## config.mk

```make
export PLATFORM = sky130hd
export DESIGN_NAME = mem_port_arbiter
export DESIGN_NICKNAME = d
export VERILOG_FILES = /design/src/rtl/mem_port_arbiter.sv
export SDC_FILE = /design/constraint.sdc
export NUM_CORES = 1
export LEC_CHECK = 0
export ABC_AREA = 1
export CORE_MARGIN = 5
export CORE_UTILIZATION = 43
export CTS_CLUSTER_DIAMETER = 150
export DETAILED_ROUTE_END_ITERATION = 16
export GPL_ROUTABILITY_DRIVEN = 0
export PLACE_DENSITY = 0.86
export SYNTH_ARGS = -nofsm -noshare
export SYNTH_HDL_FRONTEND = slang
export SYNTH_SLANG_ARGS = --single-unit
```

## constraint.sdc

```tcl
create_clock -name clock_i -period 2.8 [get_ports clock_i]
set_input_delay 0.7 -clock clock_i [delete_from_list [all_inputs] [get_ports clock_i]]
set_output_delay 0.7 -clock clock_i [all_outputs]
set_load 0.05 [all_outputs]
```

## src/rtl/mem_port_arbiter.sv

```systemverilog
// Round-robin arbiter sharing the single-port sample RAM between rx (write), proc (read/write) and tx (read).
// Define ARB_PHASE_GATE_EN to gate request eligibility on the controller phase (status_i).
module mem_port_arbiter #(
    parameter int ADDR_W = 16,
    parameter int DATA_W = 8
) (
    input  logic              clock_i,
    input  logic              reset_i,
    input  logic [1:0]        status_i,

    input  logic              rx_req_i,
    input  logic [ADDR_W-1:0] rx_addr_i,
    input  logic [DATA_W-1:0] rx_wdata_i,
    output logic              rx_gnt_o,

    input  logic              proc_req_i,
    input  logic              proc_we_i,
    input  logic [ADDR_W-1:0] proc_addr_i,
    input  logic [DATA_W-1:0] proc_wdata_i,
    output logic              proc_gnt_o,
    output logic              proc_rvalid_o,

    input  logic              tx_req_i,
    input  logic [ADDR_W-1:0] tx_addr_i,
    output logic              tx_gnt_o,
    output logic              tx_rvalid_o,

    output logic [DATA_W-1:0] rdata_o,

    output logic              mem_en_o,
    output logic              mem_we_o,
    output logic [ADDR_W-1:0] mem_addr_o,
    output logic [DATA_W-1:0] mem_wdata_o,
    input  logic [DATA_W-1:0] mem_rdata_i
);

    typedef enum logic [1:0] {
        RQ_RX   = 2'd0,
        RQ_PROC = 2'd1,
        RQ_TX   = 2'd2
    } rq_e;

    function automatic rq_e rq_next(input rq_e r);
        case (r)
            RQ_RX:   return RQ_PROC;
            RQ_PROC: return RQ_TX;
            default: return RQ_RX;
        endcase
    endfunction

    rq_e               ptr_q, ptr_d;
    logic [2:0]        gnt_q, gnt_d;
    logic              mem_en_q, mem_en_d;
    logic              mem_we_q, mem_we_d;
    logic [ADDR_W-1:0] mem_addr_q, mem_addr_d;
    logic [DATA_W-1:0] mem_wdata_q, mem_wdata_d;
    logic              proc_rvalid_q, proc_rvalid_d;
    logic              tx_rvalid_q, tx_rvalid_d;
    logic [DATA_W-1:0] rdata_q, rdata_d;
    logic              block_q, block_d;

    logic [2:0] phase_ok;
    logic [2:0] req_v;
    logic [2:0] elig;
    logic       win_vld;
    rq_e        win_sel;
    rq_e        p0, p1, p2;
    logic       rd_ret;

`ifdef ARB_PHASE_GATE_EN
    always_comb begin
        phase_ok = 3'b000;
        case (status_i)
            2'b00:   phase_ok = 3'b001;
            2'b01:   phase_ok = 3'b011;
            2'b10:   phase_ok = 3'b100;
            default: phase_ok = 3'b000;
        endcase
    end
`else
    logic unused_status;
    assign unused_status = ^status_i;
    assign phase_ok      = 3'b111;
`endif

    // A requester whose grant is showing this cycle is still holding the old request.
    assign req_v = {tx_req_i, proc_req_i, rx_req_i};
    assign elig  = req_v & ~gnt_q & phase_ok & {3{~block_q}};

    always_comb begin
        p0      = ptr_q;
        p1      = rq_next(p0);
        p2      = rq_next(p1);
        win_vld = |elig;
        win_sel = p2;
        if (elig[p0]) begin
            win_sel = p0;
        end else if (elig[p1]) begin
            win_sel = p1;
        end
    end

    always_comb begin
        ptr_d         = ptr_q;
        gnt_d         = 3'b000;
        mem_en_d      = 1'b0;
        mem_we_d      = 1'b0;
        mem_addr_d    = mem_addr_q;
        mem_wdata_d   = mem_wdata_q;
        block_d       = 1'b0;
        proc_rvalid_d = gnt_q[RQ_PROC] & ~mem_we_q;
        tx_rvalid_d   = gnt_q[RQ_TX];
        rdata_d       = rd_ret ? mem_rdata_i : rdata_q;
        if (win_vld) begin
            ptr_d    = rq_next(win_sel);
            gnt_d    = 3'b001 << win_sel;
            mem_en_d = 1'b1;
            case (win_sel)
                RQ_RX: begin
                    mem_we_d    = 1'b1;
                    mem_addr_d  = rx_addr_i;
                    mem_wdata_d = rx_wdata_i;
                end
                RQ_PROC: begin
                    mem_we_d   = proc_we_i;
                    mem_addr_d = proc_addr_i;
                    if (proc_we_i) begin
                        mem_wdata_d = proc_wdata_i;
                    end
                end
                default: begin
                    mem_we_d   = 1'b0;
                    mem_addr_d = tx_addr_i;
                end
            endcase
        end
    end

    always_ff @(posedge clock_i) begin
        if (reset_i) begin
            ptr_q         <= RQ_RX;
            gnt_q         <= 3'b000;
            mem_en_q      <= 1'b0;
            mem_we_q      <= 1'b0;
            mem_addr_q    <= '0;
            mem_wdata_q   <= '0;
            proc_rvalid_q <= 1'b0;
            tx_rvalid_q   <= 1'b0;
            rdata_q       <= '0;
            block_q       <= 1'b1;
        end else begin
            ptr_q         <= ptr_d;
            gnt_q         <= gnt_d;
            mem_en_q      <= mem_en_d;
            mem_we_q      <= mem_we_d;
            mem_addr_q    <= mem_addr_d;
            mem_wdata_q   <= mem_wdata_d;
            proc_rvalid_q <= proc_rvalid_d;
            tx_rvalid_q   <= tx_rvalid_d;
            rdata_q       <= rdata_d;
            block_q       <= block_d;
        end
    end

    // The RAM presents read data in the return cycle; it is passed through then and held afterwards.
    assign rd_ret        = proc_rvalid_q | tx_rvalid_q;
    assign rdata_o       = rd_ret ? mem_rdata_i : rdata_q;

    assign rx_gnt_o      = gnt_q[RQ_RX];
    assign proc_gnt_o    = gnt_q[RQ_PROC];
    assign tx_gnt_o      = gnt_q[RQ_TX];
    assign proc_rvalid_o = proc_rvalid_q;
    assign tx_rvalid_o   = tx_rvalid_q;
    assign mem_en_o      = mem_en_q;
    assign mem_we_o      = mem_we_q;
    assign mem_addr_o    = mem_addr_q;
    assign mem_wdata_o   = mem_wdata_q;

endmodule

```

### Yosys cells after proc, flatten, opt, wreduce, memory -nomap -nowiden

Index checks and enable logic that the tools add are counted.

| storage, ports and cells | value |
|---|---|
| register bits after elaboration | 42 |
| latch bits | 0 |
| memory bits (writable) | 0 |
| bits in read-only memories | 0 |
| input port bits | 80 |
| output and inout bits | 39 |
| word-level logic and storage cells | 48 |
| memories kept | 0 |

| cells by class | value |
|---|---|
| add/subtract/negate cells | 0 |
| $mul | 0 |
| divide/modulo/power cells | 0 |
| order comparisons | 2 |
| eq/ne operators | 4 |
| shifts and indexed selects | 1 |
| multiplexer cells | 16 |
| bitwise gates (word level) | 8 |
| reduce and logical (&&, ||, !) cells | 7 |

Operators by type and width:

| kind | number |
|---|---|
| 16-bit case mux with 2 select lines | 1 |
| 8-bit 2-to-1 mux | 2 |
| 8-bit case mux with 2 select lines | 1 |
| 2-bit case mux with 2 select lines | 3 |
| 3-bit AND | 2 |
| 2-bit by 1-bit == test with 1-bit output (second input constant) | 3 |
| 2-bit zero test | 3 |
| 2-bit by 3-bit less-than comparator with 1-bit output (second input constant) | 2 |
| 1-bit binary-select mux with 2-bit select | 2 |
| 1-bit 2-to-1 mux | 4 |
| 2-bit 2-to-1 mux | 2 |
| 1-bit inverter | 3 |
| 3-bit inverter | 1 |
| 3-bit AND reduction | 1 |
| 3-bit OR reduction | 1 |
| 1-bit by 2-bit << shifter with 3-bit output (first input constant) | 1 |
| 2-bit != test (second input constant) | 1 |
| 1-bit case mux with 2 select lines | 1 |
| 2-bit nonzero test | 1 |
| 2-bit OR reduction | 1 |
| 1-bit AND | 1 |
| 1-bit bitwise OR | 1 |

### Depth between registers and ports, before layout

Gate-level depths: netlist of the first run.

| depth | value |
|---|---|
| depth in word-level cells | 10 |
| mapped depth | 13 |
| gate-level depth less buffers | 12 |

### Worst setup path after synthesis of the first run

No wires, ideal clock.

| timing | value |
|---|---|
| path kind | register -> output |
| start point | register tx_rvalid_q, in the netlist tx_rvalid_o |
| end point | output port rdata_o[0] |
| data arrival time | 1502 ps |
| data required time | 2100 ps |
| slack | 598 ps |
| cell stages (with the launch flop) | 5 |
| path buffers | 1 |
| cell sequence | dfxtp_1 > nor2_1 > clkbuf_1 > o21ai_0 > inv_1 |

| between the ends | value |
|---|---|
| cells in the longest elaborated chain, start to end | 2 |

Ends and longest elaborated chain:

| item | line | source |
|---|---|---|
| from (decl) | 58 | `logic tx_rvalid_q, tx_rvalid_d;` |
| from (signal assigned) | 159 | `tx_rvalid_q <= tx_rvalid_d;` |
| 1-bit bitwise OR | 166 | `assign rd_ret = proc_rvalid_q \| tx_rvalid_q;` |
| 8-bit 2-to-1 mux | 167 | `assign rdata_o = rd_ret ? mem_rdata_i : rdata_q;` |
| to (decl) | 28 | `output logic [DATA_W-1:0] rdata_o,` |

Every way passes these cells.

### Worst setup path in the final report of the first run

| timing | value |
|---|---|
| start point | input port mem_rdata_i[0] |
| end point | output port rdata_o[0] |

| between the ends | value |
|---|---|
| cells in the longest elaborated chain, start to end | 1 |

Ends and longest elaborated chain:

| item | line | source |
|---|---|---|
| from (decl) | 34 | `input logic [DATA_W-1:0] mem_rdata_i` |
| 8-bit 2-to-1 mux | 167 |  |

Every way passes these cells.

==> reports/qor.txt, run 1 <==
CLOCK NETWORK
-------------------------------------------------------------------------------------
Insertion delay of the later-clocked pin in the worst-skew pair ........      0.30 ns
Root buffer cell ....................................................... sky130_fd_sc_hd__clkbuf_8
Clock tree from TritonCTS ..............................................          yes
Buffer count from post-CTS setup fixing ................................            0
Clock tree buffer depth ................................................            2
H-tree levels ..........................................................            2
Number of buffers added by the clock tree synthesis step ...............            5
Count of hold buffers inserted by post-cts repair ......................            0
CTS Sinks ..............................................................           42
Post-CTS resize count ..................................................            0
Clock-pin slew of the registers on the worst-case setup and hold paths .      0.08 ns

STA
-------------------------------------------------------------------------------------
Unrepaired setup endpoints after global routing ........................        false
Fmax ...................................................................      432 MHz
Setup TNS ..............................................................         0 ns
Hold Worst Slack .......................................................     0.416 ns
Final critical delay including setup and external delays ...............      2.32 ns
Max Transition Viols Final .............................................            0
Post-route clock skew ..................................................   0.00283 ns
Slew margin rel. .......................................................        63.5%
Count of endpoints failing setup in the final report ...................            0
Transition time at the pin with the least slew margin ..................     0.546 ns
Endpoints failing hold .................................................            0
Post-route setup slack .................................................     0.483 ns
Final period utilization ...............................................        82.8%

SYNTH
-------------------------------------------------------------------------------------
Sequential share of the synthesized area ...............................        35.7%
Cell count after synthesis .............................................          379
Dominant cell type by area after synthesis ............................. sky130_fd_sc_hd__dfxtp_1
Average cell area after synthesis ......................................     6.21 µm²
Synth top area cells ................................................... sky130_fd_sc_hd__dfxtp_1, sky130_fd_sc_hd__nor2_1, sky130_fd_sc_hd__nand3_1
Number of different library cells in the post-synthesis netlist ........           22
Post-synthesis net count ...............................................          459
Cell area after technology mapping .....................................     2350 µm²
Top cell type's share of synthesized area ..............................        35.7%
FF+latch count, synth ..................................................           42
Yosys warning total ....................................................            0

FLOORPLANNING
-------------------------------------------------------------------------------------
Total Die Area .........................................................     7050 µm²
Area of the core .......................................................     5410 µm²
Die X ..................................................................      84.0 µm
Standard-cell row count ................................................           27
Number of top-level pins ...............................................          119
Initial cell density of the core .......................................        43.5%
Y dimension of the die .................................................      84.0 µm

PLACED DESIGN
-------------------------------------------------------------------------------------
Buffers added on ports .................................................          116
Placement-stage cell area ..............................................     3620 µm²
Detail Placement HPWL ..................................................      5210 µm
Post-Place Setup Slack .................................................     0.292 ns

WORST HOLD PATH
-------------------------------------------------------------------------------------
Worst Hold Path EP ..................................................... proc_rvalid_o
Min-delay worst type ...................................................   reg -> reg
HP Start ...............................................................     mem_we_o
Cell count of the worst hold path ......................................            1

ROUTE
-------------------------------------------------------------------------------------
Via density per instance ...............................................         4.54
Starting DRC count in detailed routing .................................          104
Detail Route Antenna Nets ..............................................            0
Via Count ..............................................................        2,567
Count of TritonRoute iterations in the first routing pass ..............            4
Detailed-route DRC error count .........................................            0
Mean routed wirelength per cell ........................................      11.9 µm
Routed Wire Length .....................................................      6750 µm

GRT
-------------------------------------------------------------------------------------
Global router's overall resource usage .................................        19.5%
Total congestion overflow ..............................................            0
Via count of the first global-routing pass .............................        2,493
Wire length of the first global-routing pass ...........................    11,300 µm
Initial antenna violation count ........................................            0
Maximum number of pins on one net before global-route repair ...........           25

SETUP PATH
-------------------------------------------------------------------------------------
Reg2reg path depth .....................................................           10
Critical register-to-register path startpoint ..........................      block_q
CP Buf/Inv Count .......................................................            3
Kind of cell with the highest combined delay on the critical path ...... buffers and inverters
Required time at the endpoint of the critical path .....................      2.10 ns
Critical path data arrival time ........................................      1.62 ns
Kind of end point of the critical path .................................   output pin
Largest stage delay, worst path ........................................      0.39 ns
Crit Path Class ........................................................    in -> out
Kind of start point of the critical path ...............................   input port
Cells traversed along the worst timing path ............................ clkdlybuf4s50_1, o21ai_0, inv_1, buf_12
Critical path fanouts, max .............................................            2
Slack of the worst reg-to-reg path .....................................      1.00 ns
Endpoint of the worst register-to-register path ........................ mem_wdata_o[6]
Crit path max-delay cell type .......................................... sky130_fd_sc_hd__clkdlybuf4s50_1

CELLS AND AREA
-------------------------------------------------------------------------------------
Most common cell after layout, fill and taps aside ..................... sky130_fd_sc_hd__clkdlybuf4s50_1
Storage cell area ......................................................      841 µm²
Antenna diode count ....................................................            0
Area occupied by multi-input gates .....................................     1120 µm²
Final-stage net count ..................................................          572
Top library cells by usage in the layout, fill and taps aside .......... sky130_fd_sc_hd__clkdlybuf4s50_1, sky130_fd_sc_hd__nor2_1, sky130_fd_sc_hd__inv_1, sky130_fd_sc_hd__nand2_1, sky130_fd_sc_hd__nand3_1
Fraction of final layout cells with drive strength greater than 1 ......        8.52%
Filler cell count in the final layout ..................................          494
Layout area overhead ...................................................        58.5%
Post-route cell area ...................................................     3730 µm²

POWER
-------------------------------------------------------------------------------------
P per Cell Area ........................................................   848 nW/µm²
Sum of internal, switching and leakage power ...........................      3.16 mW
Worst ir drop on vdd ...................................................     0.463 mV
Leakage power ..........................................................      1.86 nW

FLOW RUN
-------------------------------------------------------------------------------------
Max-cap violations .....................................................            0

STATUS
-------------------------------------------------------------------------------------
Run status ............................................................. finished clean

stage by stage:
stage	utilization, %	std cells
3_3_place_gp	66.9	557
6_report	69.0	565
2_1_floorplan	-	379
5_1_grt	69.0	565
3_5_place_dp	66.9	557
4_1_cts	69.0	565
cell type report:
class	count	area share (%)
clock inverters	2	1.01
well taps	72	2.42
multi-input cells	249	30.0
repair buffers	120	34.4
clock buffers	6	1.95
inverters	74	7.65
flip-flops and latches	42	22.6
synth_stat cells (all sizes together):
library cell	n
nor2	104
nand2	75
inv	73
nand3	57
dfxtp	42
o21ai	11
buf	10
clkbuf	4
clkinv	1
nand3b	1
o211ai	1
metal layers:
layer	track usage, %	up-vias	share of wire (%)	wire (µm)
met4	5.41	0	1.2	78
met1	21.1	1112	39	2650
met2	36.0	95	50	3350
li1	-	1353	-	-
met5	0	-	0	0
met3	6.42	7	10	672
flip-flops by register name, indices dropped and copies added (netlist names):
signal and cells:
mem_addr_o 16, mem_wdata_o 8, rdata_q 8, gnt_q 3, p0 2, block_q 1, mem_en_o 1, mem_we_o 1
proc_rvalid_o 1, tx_rvalid_o 1
kinds of logic (layout without fill, tap and decap cells):
| group | after synthesis | count (layout) | share of synthesized area (%) |
|---|---|---|---|
| buffers and inverters | 88 | 202 | 16.7 |
| DFF | 42 | 42 | 35.7 |
| and+or+nand+nor | 237 | 237 | 44.4 |
| AOI/OAI and AO/OA | 12 | 12 | 3.14 |
how the worst max path moves through the flow:
stage	from	to	slack, ns	depth (start not counted)
after global routing	mem_rdata_i[5]	rdata_o[5]	0.40	4
after detailed placement	tx_req_i	mem_wdata_o[2]	0.29	10
after floorplan	tx_rvalid_o	rdata_o[0]	0.60	4
after CTS	mem_rdata_i[0]	rdata_o[0]	0.50	4
after global placement	tx_req_i	mem_wdata_o[3]	0.34	10
final	mem_rdata_i[0]	rdata_o[0]	0.48	4
power breakdown:
| group | switching, mW | internal, mW |
|---|---|---|
| registers | 0.0681 | 0.731 |
| clock network | 0.218 | 0.266 |
| logic | 1.19 | 0.687 |
| total | 1.48 | 1.68 |
Power figures use the tool's default switching activity.
==> run 2: changes to the inputs <==
- CORE_UTILIZATION: 43 -> 36
- PLACE_DENSITY: 0.86 -> 0.77
- clock period: 2.8 -> 2.1 ns (I/O delays scaled with it)
==> reports/qor.txt, run 2 (synthesis gave the netlist of run 1 again) <==
ROUTE
-------------------------------------------------------------------------------------
Detailed-route DRC error count .........................................            0   unchanged
Mean routed wirelength per cell ........................................      11.4 µm   -4.1%
Detail Route Antenna Nets ..............................................            0   unchanged
Count of TritonRoute iterations in the first routing pass ..............            4   unchanged
Routed Wire Length .....................................................      6590 µm   -2.2%
Via Count ..............................................................        2,564   -0.12%
Via density per instance ...............................................         4.45   -2.0%
Starting DRC count in detailed routing .................................          102   -1.9%

STA
-------------------------------------------------------------------------------------
Fmax ...................................................................      497 MHz
Slew margin rel. .......................................................        64.0%   +0.50 points
Setup TNS ..............................................................         0 ns   unchanged
Endpoints failing hold .................................................            0   unchanged
Max Transition Viols Final .............................................            0   unchanged
Unrepaired setup endpoints after global routing ........................        false
Transition time at the pin with the least slew margin ..................     0.539 ns   -0.00644 ns
Post-route setup slack .................................................    0.0864 ns   -0.396 ns
Final period utilization ...............................................        95.9%
Count of endpoints failing setup in the final report ...................            0   unchanged
Final critical delay including setup and external delays ...............      2.01 ns
Post-route clock skew ..................................................   0.00607 ns   +0.00324 ns

CLOCK NETWORK
-------------------------------------------------------------------------------------
Post-CTS resize count ..................................................            0   unchanged
Number of buffers added by the clock tree synthesis step ...............            5   unchanged
Clock-pin slew of the registers on the worst-case setup and hold paths .      0.08 ns   about the same
Buffer count from post-CTS setup fixing ................................            0   unchanged
Root buffer cell ....................................................... sky130_fd_sc_hd__clkbuf_8
Clock tree from TritonCTS ..............................................          yes
Clock tree buffer depth ................................................            2   unchanged
Count of hold buffers inserted by post-cts repair ......................            0   unchanged
Insertion delay of the later-clocked pin in the worst-skew pair ........      0.29 ns   about the same
CTS Sinks ..............................................................           42   unchanged
H-tree levels ..........................................................            2   unchanged

POWER
-------------------------------------------------------------------------------------
P per Cell Area ........................................................  1100 nW/µm²   +30%
Switching Share ........................................................        46.9%   +0.13 points
Worst ir drop on vdd ...................................................     0.698 mV   +51%
Sum of internal, switching and leakage power ...........................      4.15 mW   +31%
Internal ...............................................................      2.20 mW   +31%
Sequential share of power ..............................................        25.7%   +0.4 points
Part of the total power dissipated in the clock network ................        12.8%   -2.5 points
Switch Pwr .............................................................      1.94 mW   +31%
Leakage power ..........................................................      1.89 nW   +1.4%
Relative contribution of combinational cells to total power ............        61.5%   +2.1 points

CELLS AND AREA
-------------------------------------------------------------------------------------
Max FFs per register ...................................................           16   unchanged
Most common cell after layout, fill and taps aside ..................... sky130_fd_sc_hd__clkdlybuf4s50_1
Final-stage net count ..................................................          578   +1.0%
Antenna diode count ....................................................            0   unchanged
Layout area overhead ...................................................        59.8%
Top library cells by usage in the layout, fill and taps aside .......... sky130_fd_sc_hd__clkdlybuf4s50_1, sky130_fd_sc_hd__nor2_1, sky130_fd_sc_hd__inv_1, sky130_fd_sc_hd__nand2_1, sky130_fd_sc_hd__nand3_1
Fraction of final layout cells with drive strength greater than 1 ......        9.82%   +1.3 points

FLOORPLANNING
-------------------------------------------------------------------------------------
Standard-cell row count ................................................           29   +7.4%
Area of the core .......................................................     6350 µm²   +17%
Y dimension of the die .................................................      90.8 µm   +8.2%
Total Die Area .........................................................     8250 µm²   +17%
Initial cell density of the core .......................................        37.0%   -6.5 points
Number of top-level pins ...............................................          119   unchanged
Die X ..................................................................      90.8 µm   +8.2%

FLOW RUN
-------------------------------------------------------------------------------------
Max-cap violations .....................................................            0   unchanged

GRT
-------------------------------------------------------------------------------------
Global router's overall resource usage .................................        16.3%   -3.2 points
Initial antenna violation count ........................................            0   unchanged
Maximum number of pins on one net before global-route repair ...........           33   +32%
Via count of the first global-routing pass .............................        2,458   -1.4%
Total congestion overflow ..............................................            0   unchanged
Wire length of the first global-routing pass ...........................    11,200 µm   -0.36%

WORST HOLD PATH
-------------------------------------------------------------------------------------
HP Start ...............................................................     mem_we_o
Min-delay worst type ...................................................   reg -> reg

SETUP PATH
-------------------------------------------------------------------------------------
Critical Path Start ....................................................     gnt_q[2]
Critical path fanouts, max .............................................            3   +1
Largest stage delay, worst path ........................................      0.84 ns   +0.45 ns
Critical path data arrival time ........................................      1.49 ns   -0.13 ns
CP Buf/Inv Count .......................................................            1   -2
Kind of end point of the critical path .................................   output pin
Crit Path Class ........................................................   reg -> out
Required time at the endpoint of the critical path .....................      1.57 ns   -0.53 ns
Kind of cell with the highest combined delay on the critical path ...... buffers and inverters
Crit path max-delay cell type .......................................... sky130_fd_sc_hd__clkdlybuf4s50_1
Critical register-to-register path startpoint ..........................        p0[0]
Kind of start point of the critical path ...............................         flop
Cells traversed along the worst timing path ............................ clkdlybuf4s50_1

PLACED DESIGN
-------------------------------------------------------------------------------------
Buffers added on ports .................................................          116   unchanged
Detail Placement HPWL ..................................................      5160 µm   -1.1%
Post-Place Setup Slack .................................................   -0.0183 ns   -0.311 ns

STATUS
-------------------------------------------------------------------------------------
Run status ............................................................. finished clean

## run 2: cell count changes in the layout (fill, tap and decap cells not counted), sizes merged
| cell | previous run | this run |
|---|---|---|
| clkbuf | 6 | 7 |
| bufinv | 1 | 0 |
| clkinvlp | 1 | 0 |
| buf | 12 | 19 |
| clkinv | 1 | 2 |
| clkdlybuf4s50 | 108 | 107 |
## run 2: stage by stage
step	std cells	utilization (%)	area (µm²)	hold WS, ns
after global placement	568	57.8	3670	0.413
after CTS	576	59.2	3760	0.429
after global routing	576	59.2	3760	0.445
after floorplan	379	-	2350	0.512
after detailed placement	568	57.8	3670	0.418
final	576	59.2	3760	0.424
## run 2: final timing paths
kind                                 endpoint  slack, ns  cells after the start
worst min register to register  proc_rvalid_o       0.42                      1
worst min-delay path            proc_rvalid_o       0.42                      1
worst max register to register  mem_addr_o[9]       0.48                     12
worst max-delay path                 tx_gnt_o       0.09                      1
## run 2: area by class of cell
cell class              count  area [µm²]
well taps                  77        96.3
fillers                   610        2590
inverters                  74         285
clock buffers               7        86.3
flip-flops and latches     42         841
clock inverters             1        5.00
multi-input cells         249        1120
repair buffers            126        1330
## run 2: power by group through the flow
| stage | Combinational, mW | Clock, mW | Sequential, mW |
|---|---|---|---|
| 2_1_floorplan | 1.25 | 0 | 1.56 |
| 3_3_place_gp | 2.53 | 0 | 1.08 |
| 3_5_place_dp | 2.57 | 0 | 1.09 |
| 4_1_cts | 2.58 | 0.551 | 1.07 |
| 5_1_grt | 2.79 | 0.590 | 1.09 |
| 6_report | 2.55 | 0.530 | 1.07 |
## run 2: routing by layer
metal | routed length (µm) | up-vias | global-route usage, %
met5 | 0 | - | 0
met4 | 52 | 0 | 3.91
met3 | 596 | 6 | 5.42
met2 | 3210 | 87 | 28.2
met1 | 2730 | 1109 | 19.3
li1 | - | 1362 | -
==> run 3: changes to the inputs <==
- CORE_ASPECT_RATIO: not set -> 1.25
- CTS_CLUSTER_SIZE: not set -> 24
- PLACE_DENSITY: 0.77 -> 0.76
==> reports/qor.txt, run 3 (synthesis gave the netlist of run 1 again) <==
ROUTE
-------------------------------------------------------------------------------------
Via density per instance ...............................................         4.45   -0.12%
Count of TritonRoute iterations in the first routing pass ..............            4   unchanged
Routed Wire Length .....................................................      6710 µm   +1.7%
Detailed-route DRC error count .........................................            0   unchanged
Mean routed wirelength per cell ........................................      11.5 µm   +0.18%
Detail Route Antenna Nets ..............................................            0   unchanged
Via Count ..............................................................        2,601   +1.4%
Starting DRC count in detailed routing .................................           71   -30%

CLOCK NETWORK
-------------------------------------------------------------------------------------
Post-CTS resize count ..................................................            0   unchanged
Clock-pin slew of the registers on the worst-case setup and hold paths .      0.09 ns   about the same
Insertion delay of the later-clocked pin in the worst-skew pair ........      0.29 ns   about the same
Number of buffers added by the clock tree synthesis step ...............            5   unchanged
Buffer count from post-CTS setup fixing ................................            0   unchanged
Clock tree from TritonCTS ..............................................          yes
H-tree levels ..........................................................            2   unchanged
Clock tree buffer depth ................................................            2   unchanged
Count of hold buffers inserted by post-cts repair ......................            0   unchanged
Root buffer cell ....................................................... sky130_fd_sc_hd__clkbuf_8
CTS Sinks ..............................................................           42   unchanged

FLOORPLANNING
-------------------------------------------------------------------------------------
Y dimension of the die .................................................       100 µm   +11%
Number of top-level pins ...............................................          119   unchanged
Initial cell density of the core .......................................        36.3%   -0.76 points
Total Die Area .........................................................     8260 µm²   +0.12%
Die X ..................................................................      82.3 µm   -9.4%
Standard-cell row count ................................................           33   +14%
Area of the core .......................................................     6480 µm²   +2.1%

POWER
-------------------------------------------------------------------------------------
Leakage power ..........................................................      1.91 nW   +1.2%
Sequential share of power ..............................................        24.4%   -1.3 points
Switch Pwr .............................................................      1.97 mW   +1.5%
Worst ir drop on vdd ...................................................     0.440 mV   -37%
Sum of internal, switching and leakage power ...........................      4.37 mW   +5.4%
Switching Share ........................................................        45.1%   -1.7 points
Internal ...............................................................      2.40 mW   +8.8%
Relative contribution of combinational cells to total power ............        58.0%   -3.5 points
P per Cell Area ........................................................  1150 nW/µm²   +4.2%
Part of the total power dissipated in the clock network ................        17.6%   +4.8 points

SETUP PATH
-------------------------------------------------------------------------------------
Largest stage delay, worst path ........................................      0.40 ns   -0.44 ns
Kind of end point of the critical path .................................   output pin
Kind of start point of the critical path ...............................   input port
Critical path data arrival time ........................................      1.48 ns   about the same
Reg2reg path depth .....................................................           12   unchanged
Cells traversed along the worst timing path ............................ clkdlybuf4s50_1, o21ai_0, inv_1, buf_12
Slack of the worst reg-to-reg path .....................................      0.46 ns   -0.02 ns
Crit Path Class ........................................................    in -> out
Critical path fanouts, max .............................................            2   -1
Critical register-to-register path startpoint ..........................        p0[1]
Kind of cell with the highest combined delay on the critical path ...... buffers and inverters
Required time at the endpoint of the critical path .....................      1.57 ns   about the same
Endpoint of the worst register-to-register path ........................ mem_addr_o[8]
Crit path max-delay cell type .......................................... sky130_fd_sc_hd__clkdlybuf4s50_1
CP Buf/Inv Count .......................................................            3   +2

PLACED DESIGN
-------------------------------------------------------------------------------------
Post-Place Setup Slack .................................................   -0.0616 ns   -0.0434 ns
Buffers added on ports .................................................          116   unchanged
Detail Placement HPWL ..................................................      5200 µm   +0.88%

CELLS AND AREA
-------------------------------------------------------------------------------------
Layout area overhead ...................................................        61.5%
Final cell utilization of the core .....................................        58.6%   -0.57 points
Fraction of final layout cells with drive strength greater than 1 ......        10.6%   +0.82 points
Max FFs per register ...................................................           16   unchanged
Top library cells by usage in the layout, fill and taps aside .......... sky130_fd_sc_hd__clkdlybuf4s50_1, sky130_fd_sc_hd__nor2_1, sky130_fd_sc_hd__inv_1, sky130_fd_sc_hd__nand2_1, sky130_fd_sc_hd__nand3_1
Most common cell after layout, fill and taps aside ..................... sky130_fd_sc_hd__clkdlybuf4s50_1
Final-stage net count ..................................................          577   -0.17%
Antenna diode count ....................................................            0   unchanged

STA
-------------------------------------------------------------------------------------
Fmax ...................................................................      499 MHz   +0.50%
Endpoints failing hold .................................................            0   unchanged
Final period utilization ...............................................        95.4%   -0.48 points
Max Transition Viols Final .............................................            0   unchanged
Slew margin rel. .......................................................        63.9%   -0.11 points
Count of endpoints failing setup in the final report ...................            0   unchanged
Transition time at the pin with the least slew margin ..................     0.541 ns   +0.00172 ns
Post-route setup slack .................................................    0.0965 ns   +0.0101 ns
Final critical delay including setup and external delays ...............      2.00 ns   -0.0101 ns
Unrepaired setup endpoints after global routing ........................        false
Post-route clock skew ..................................................   0.00656 ns   +0.000488 ns

WORST HOLD PATH
-------------------------------------------------------------------------------------
HP Start ...............................................................     mem_we_o
Min-delay worst type ...................................................   reg -> reg
Cell count of the worst hold path ......................................            1   unchanged
Worst Hold Path EP ..................................................... proc_rvalid_o

GRT
-------------------------------------------------------------------------------------
Total congestion overflow ..............................................            0   unchanged
Maximum number of pins on one net before global-route repair ...........           33   unchanged
Global router's overall resource usage .................................        17.2%   +0.91 points
Via count of the first global-routing pass .............................        2,478   +0.81%
Initial antenna violation count ........................................            0   unchanged
Wire length of the first global-routing pass ...........................    11,200 µm   -0.55%

STATUS
-------------------------------------------------------------------------------------
Run status ............................................................. finished clean

FLOW RUN
-------------------------------------------------------------------------------------
Max-cap violations .....................................................            0   unchanged

==> run 3: worst max path at each step <==
stage / startpoint / depth (start not counted) / endpoint / slack [ns]
6_report: mem_rdata_i[5] / 4 / rdata_o[5] / 0.1
5_1_grt: mem_rdata_i[5] / 4 / rdata_o[5] / 0.01
4_1_cts: mem_rdata_i[5] / 4 / rdata_o[5] / 0.10
3_5_place_dp: tx_req_i / 11 / mem_addr_o[3] / -0.06
3_3_place_gp: tx_req_i / 11 / mem_addr_o[3] / -0.01
2_1_floorplan: tx_rvalid_o / 4 / rdata_o[0] / 0.07
==> run 3: layer usage <==
layer	track usage, %	wire length [µm]
met1	19.2	2580
met5	0	0
met2	30.6	3460
met3	4.67	543
met4	5.88	126
==> run 3: through the flow <==
step	setup TNS, ns	cell area [µm²]	instances	hold WS (ns)
finish	0	3800	585	0.414
global route	0	3800	585	0.442
CTS	0	3800	585	0.420
detailed placement	-0.875	3660	577	0.407
global placement	-0.0478	3660	577	0.406
floorplan	0	2350	379	0.512
==> run 3: layout make-up <==
class | instances | area, µm²
Multi-Input combinational cell | 249 | 1120
Fill cell | 649 | 2680
Tap cell | 87 | 109
Clock inverter | 3 | 68.8
Timing Repair Buffer | 125 | 1310
Sequential cell | 42 | 841
Clock buffer | 5 | 68.8
Inverter | 74 | 285
==> run 3: power groups by stage <==
stage,clock network (mW),registers (mW),logic (mW)
floorplan,0,1.56,1.25
global placement,0,1.08,2.52
detailed placement,0,1.08,2.56
CTS,0.791,1.07,2.57
global route,0.827,1.09,2.78
finish,0.770,1.07,2.53
